<file path="src/rtl/mem_port_arbiter.sv">
// mem_port_arbiter: round-robin arbiter that shares one fixed-latency memory between fetch and load/store.
module mem_port_arbiter #(
  parameter int DATA_WIDTH = 32,
  parameter int ADDR_WIDTH = 32,
  parameter int MEM_LATENCY = 2
) (
  input  logic                    clk,
  input  logic                    rst_n,
  input  logic                    if_req,
  input  logic [ADDR_WIDTH-1:0]   if_addr,
  output logic                    if_gnt,
  output logic                    if_rvalid,
  output logic [DATA_WIDTH-1:0]   if_rdata,
  input  logic                    d_req,
  input  logic                    d_we,
  input  logic [ADDR_WIDTH-1:0]   d_addr,
  input  logic [DATA_WIDTH-1:0]   d_wdata,
  input  logic [DATA_WIDTH/8-1:0] d_be,
  output logic                    d_gnt,
  output logic                    d_rvalid,
  output logic [DATA_WIDTH-1:0]   d_rdata,
  output logic                    mem_en,
  output logic                    mem_we,
  output logic [ADDR_WIDTH-1:0]   mem_addr,
  output logic [DATA_WIDTH-1:0]   mem_wdata,
  output logic [DATA_WIDTH/8-1:0] mem_be,
  input  logic [DATA_WIDTH-1:0]   mem_rdata,
  output logic                    stall
);
  localparam int BW = DATA_WIDTH / 8;
  typedef enum logic {IDLE, BUSY} state_t;
  state_t state, state_nxt;
  logic [3:0] cnt;
  logic owner, last_owner, pend_if, pend_d, issue, sel_d, done;
  logic [DATA_WIDTH-1:0] hold;
  always_ff @(posedge clk or negedge rst_n)
    if (!rst_n) state <= IDLE;
    else state <= state_nxt;
  // owner/last_owner: 1 = data, 0 = fetch; outputs are gated by rst_n so reset forces them quiet
  always_comb begin
    sel_d = d_req & (~if_req | ~last_owner);
    issue = rst_n & (state == IDLE) & (if_req | d_req);
    done = (state == BUSY) & (cnt == 4'(MEM_LATENCY));
    state_nxt = issue ? BUSY : done ? IDLE : state;
    if_gnt = issue & ~sel_d;
    d_gnt = issue & sel_d;
    mem_en = issue;
    mem_we = d_gnt & d_we;
    mem_addr = d_gnt ? d_addr : if_gnt ? if_addr : '0;
    mem_wdata = d_gnt ? d_wdata : '0;
    mem_be = d_gnt ? d_be : {BW{if_gnt}};
    if_rvalid = done & ~owner;
    d_rvalid = done & owner;
    if_rdata = if_rvalid ? mem_rdata : hold;
    d_rdata = d_rvalid ? mem_rdata : hold;
    stall = rst_n & (((if_req | pend_if) & ~if_rvalid) | ((d_req | pend_d) & ~d_rvalid));
  end
  always_ff @(posedge clk or negedge rst_n)
    if (!rst_n) begin
      cnt <= '0;
      owner <= 1'b0;
      last_owner <= 1'b0;
      pend_if <= 1'b0;
      pend_d <= 1'b0;
      hold <= '0;
    end else if (issue) begin
      cnt <= 4'd1;
      owner <= sel_d;
      last_owner <= sel_d;
      pend_if <= if_gnt;
      pend_d <= d_gnt;
    end else if (done) begin
      cnt <= '0;
      hold <= mem_rdata;
      pend_if <= 1'b0;
      pend_d <= 1'b0;
    end else if (state == BUSY) begin
      cnt <= cnt + 4'd1;
    end
endmodule

</file>
<file path="config.mk">
export PLATFORM = sky130hd
export DESIGN_NAME = mem_port_arbiter
export DESIGN_NICKNAME = d
export VERILOG_FILES = /design/src/rtl/mem_port_arbiter.sv
export SDC_FILE = /design/constraint.sdc
export NUM_CORES = 1
export LEC_CHECK = 0
export BUFFER_PORTS_ARGS = -buffer_cell sky130_fd_sc_hd__buf_4
export CORE_AREA = 2 2 108 110
export DETAILED_ROUTE_END_ITERATION = 8
export DIE_AREA = 0 0 110 112
export GPL_ROUTABILITY_DRIVEN = 0
export SLEW_MARGIN = 20
export SYNTH_ARGS = -nofsm -noshare
export SYNTH_HDL_FRONTEND = slang
export SYNTH_SLANG_ARGS = --single-unit
</file>
<file path="constraint.sdc">
create_clock -name clk -period 4.3 [get_ports clk]
set_input_delay 1.075 -clock clk [delete_from_list [all_inputs] [get_ports clk]]
set_output_delay 1.075 -clock clk [all_outputs]
set_load 0.03 [all_outputs]
</file>
After elaboration in Yosys (flattened, before gate mapping) --
Index checks and enable logic that the tools add are counted.
Cells by class: $add $sub $neg 1, equality and inequality tests 1, bitwise gates (word level) 24, multiplexer cells 13, reductions and logical operators 3
Operator list (count):
- 32-bit two-way mux | 5
- 4-bit two-way mux | 4
- 1-bit bitwise AND | 12
- 1-bit inverter | 7
- 1-bit bitwise OR | 5
- 4-bit by 1-bit adder with 4-bit output (second input constant) | 1
- 4-bit by 2-bit == test with 1-bit output (second input constant) | 1
- 1-bit two-way mux | 4
- 3-bit nonzero test | 1
- 2-bit AND reduction | 1
- 2-bit nonzero test | 1
Storage, ports and cells: word-level logic and storage cells 48, register bits after elaboration 40, input port bits 137, output and inout bits 139

Depth between registers and ports, before layout --
depth after elaboration 7, mapped depth 7, depth with buffers taken out 5

Worst setup path after synthesis --
Ideal clock, no wire load.
kind input to output, start point input port rst_n, end point output port mem_wdata[24], arrival time 2.306 ns, data required time 3.225 ns, setup slack 0.919 ns, stages on the path 5, cell sequence nor2b_1 -> and3_1 -> buf_2 -> clkbuf_1 -> and2_1
Between the ends: word-level cells in the longest chain between the ends 4
Ends and longest elaborated chain:
- start, declared | RTL line 8 | input logic rst_n,
- 1-bit bitwise AND (2 in a row) | RTL line 42 | issue = rst_n & (state == IDLE) & (if_req | d_req);
- 1-bit bitwise AND | RTL line 46 | d_gnt = issue & sel_d;
- net d_gnt | RTL line 19 | output logic d_gnt,
- 32-bit two-way mux | RTL line 50 | mem_wdata = d_gnt ? d_wdata : '0;
- end, declared | RTL line 25 | output logic [DATA_WIDTH-1:0] mem_wdata,
The timed path passes the listed nets, and every way through them passes these cells.

Worst setup path in the final report --
start point input port rst_n, end point output port mem_addr[11]
Between the ends: word-level cells in the longest chain between the ends 5
Ends and longest elaborated chain:
- 1-bit bitwise AND * (2 in a row) | RTL line 42
- 1-bit bitwise AND | RTL line 45 | if_gnt = issue & ~sel_d;
- 32-bit two-way mux | RTL line 49 | mem_addr = d_gnt ? d_addr : if_gnt ? if_addr : '0;
- 32-bit two-way mux * | RTL line 49
- end, declared | RTL line 24 | output logic [ADDR_WIDTH-1:0] mem_addr,
Every way passes the cells marked *; elsewhere a longest branch is shown, timed or not.

==> results.tsv <==
metric	value	unit
run status	complete, no violations	
critical path capture point type	output pin	
critical path class	primary input to output pin	
Pwr Density	686	nW/um^2
drc violations	0	
Post-Syn Nets	475	
Mapped Area	3080	sq um
Worst EP arrival	2.47	ns
Synth top area share	0.325	
gr ovfl total	0	
pin count of the biggest net entering global routing	42	
Final Core Density	0.487	
drt wl/cell	19.1	um
hold slack final	0.500	ns
Int Power	1.94	mW
Slew Viols, Final	0	
fin crit share	0.824	
setup violators final	0	
layout overhead on the synthesized area	76.8	%
H-tree levels	2	
Hold Path Class	flip-flop to flip-flop	
CP Max Fanout	27	
num rows	39	
Final Skew	0.00561	ns
vias in the first global route	3497	
Post-DP Area	5270	sq um
Clk pin slew, worst setup/hold paths	0.06	ns
slack of the critical path	0.755	ns
remaining antenna violation count	0	
NetSw	1.80	mW
starting density of the core	0.276	
Vias per Instance	4.66	
PnR Total Power	3.74	mW
Hold-fix buffers, CTS	0	
Post-CTS Setup Bufs	0	
Syn Area/Cell	9.16	sq um
Flop pwr share	0.192	
relative slew slack	0.614	
Tightest Pin Transition	0.580	ns
proportion of synthesized chip area in sequential cells	0.325	
Pleak	3.03	nW
ratio of cells with drive above 1 in the final layout	0.578	
gr usage total	0.220	
CP Data Required Time	3.22	ns
final hold vios	0	
post_cts resized	0	
Comb power frac	0.696	
Setup TNS Final	0	ns
ranking of synthesized cells by area	dfrtp_1 (33%), nand2_1 (12%), mux2_2 (11%)	
1st-pass router iterations	4	
Max Root-Sink Buffers	2	
HPWL Detailed	11600	um
global-route wire length before repair	20200	um
Yosys reg bits	40	
Post-synth ARST share	1.00	
initial antenna violation count	4	
Cell Count, Final, Fillers Out	746	
Finished Cell Area	5450	sq um
FMAX	282	MHz
sw frac	0.481	
full die area	12300	sq um
clock network power share	0.111	
Die H	112	um
CTS tree	yes	
DIE WIDTH	110	um
max-cap violations	0	
# nets final	738	
ys flop type	dfrtp_1	
DP Cell Count	735	
TritonCTS buffer count	5	
Yosys top cell by area	dfrtp_1	
RSZ-0062 raised after global routing	false	
number of synthesized flops with an enable pin	0	
Sink Count	40	
Post-synth top cells	nand2_1 (99), dfrtp_1 (40), and2_1 (33)	
drt initial violations	177	
cells after synthesis	336	
CTS root buf	clkbuf_16	
post-synth cell types	34	
crit path time final	3.54	ns
count leader, synth	nand2_1	
port bufs	275	
worst vdd ir	0.000441	V
core area	11200	sq um
Clock Latency Late Sink	0.28	ns
WL final	14200	um
DR vias	3479	
Synth warnings	0	
worst slack at placement	0.750	ns
Top-Level Pins	276	
crit path launch type	primary input	
[area by class of cell]
cell class / instances / area, sq um
repair buffers: 283 / 2140
inverters: 6 / 22.5
multi-input cells: 263 / 1930
fillers: 1118 / 5730
well taps: 143 / 179
diodes: 3 / 7.51
clock inverters: 3 / 42.5
clock buffers: 5 / 125
flip-flops and latches: 40 / 1000
[logic make-up (layout without fill, tap and decap cells)]
logic type,count (synthesis),after routing,synth area share
buffers and inverters,33,297,0.0557
DFF,40,40,0.325
and+or+nand+nor,146,146,0.218
other,0,3,0
xor gates and xnor gates,1,1,0.00284
muxes,64,64,0.258
adders and majority gates,2,2,0.00813
AOI/OAI and AO/OA,50,50,0.132
[cells in the final DEF, fill, tap and decap left out, drive strengths merged, types with 2 or more instances in the layout]
master and count:
mux2 64, a21oi 3, buf 283, and2 33, a31o 2, dfrtp 40
o22ai 2, ha 2, a22o 32, diode 3, nand2 100, o21ai 2
a21o 5, nor2 5, clkbuf 5, nor2b 2, inv 6
[registers in the layout (all words and copies together), names as in the netlist]
name / cells
cnt: 4
state: 1
hold: 32
last_owner: 1
pend_if: 1
pend_d: 1
[per-layer routing]
layer / vias up / part of all wire / GRT usage
li1: 1679 / - / -
met1: 1626 / 0.39 / 0.264
met2: 164 / 0.49 / 0.378
met3: 8 / 0.11 / 0.0773
met4: 2 / 0.0071 / 0.0422
met5: - / 0.0011 / 0
[final timing paths]
path	start	to	slack [ns]	cells after the start
max reg2reg	cnt[0]	cnt[2]	2.52	6
max in group asynchronous	rst_n	hold[20]	3.07	2
min	hold[18]	hold[18]	0.50	2
min reg2reg	hold[18]	hold[18]	0.50	2
min in group asynchronous	rst_n	cnt[3]	0.87	2
max	rst_n	mem_addr[11]	0.76	6
[critical path, cell delays in order]
cell and delay (ns):
buf_4 0.09, nor2b_1 0.13, and3_2 0.46, buf_4 0.34, a22o_1 0.19, buf_4 0.17
[power by group through the flow]
stage / registers (mW) / logic [mW] / clock network (mW)
2_1_floorplan: 0.662 / 1.73 / 0
3_3_place_gp: 0.714 / 2.59 / 0
3_5_place_dp: 0.716 / 2.62 / 0
4_1_cts: 0.720 / 2.63 / 0.429
5_1_grt: 0.748 / 2.77 / 0.440
6_report: 0.719 / 2.60 / 0.416
No activity file was read; power rests on OpenSTA's default activity.
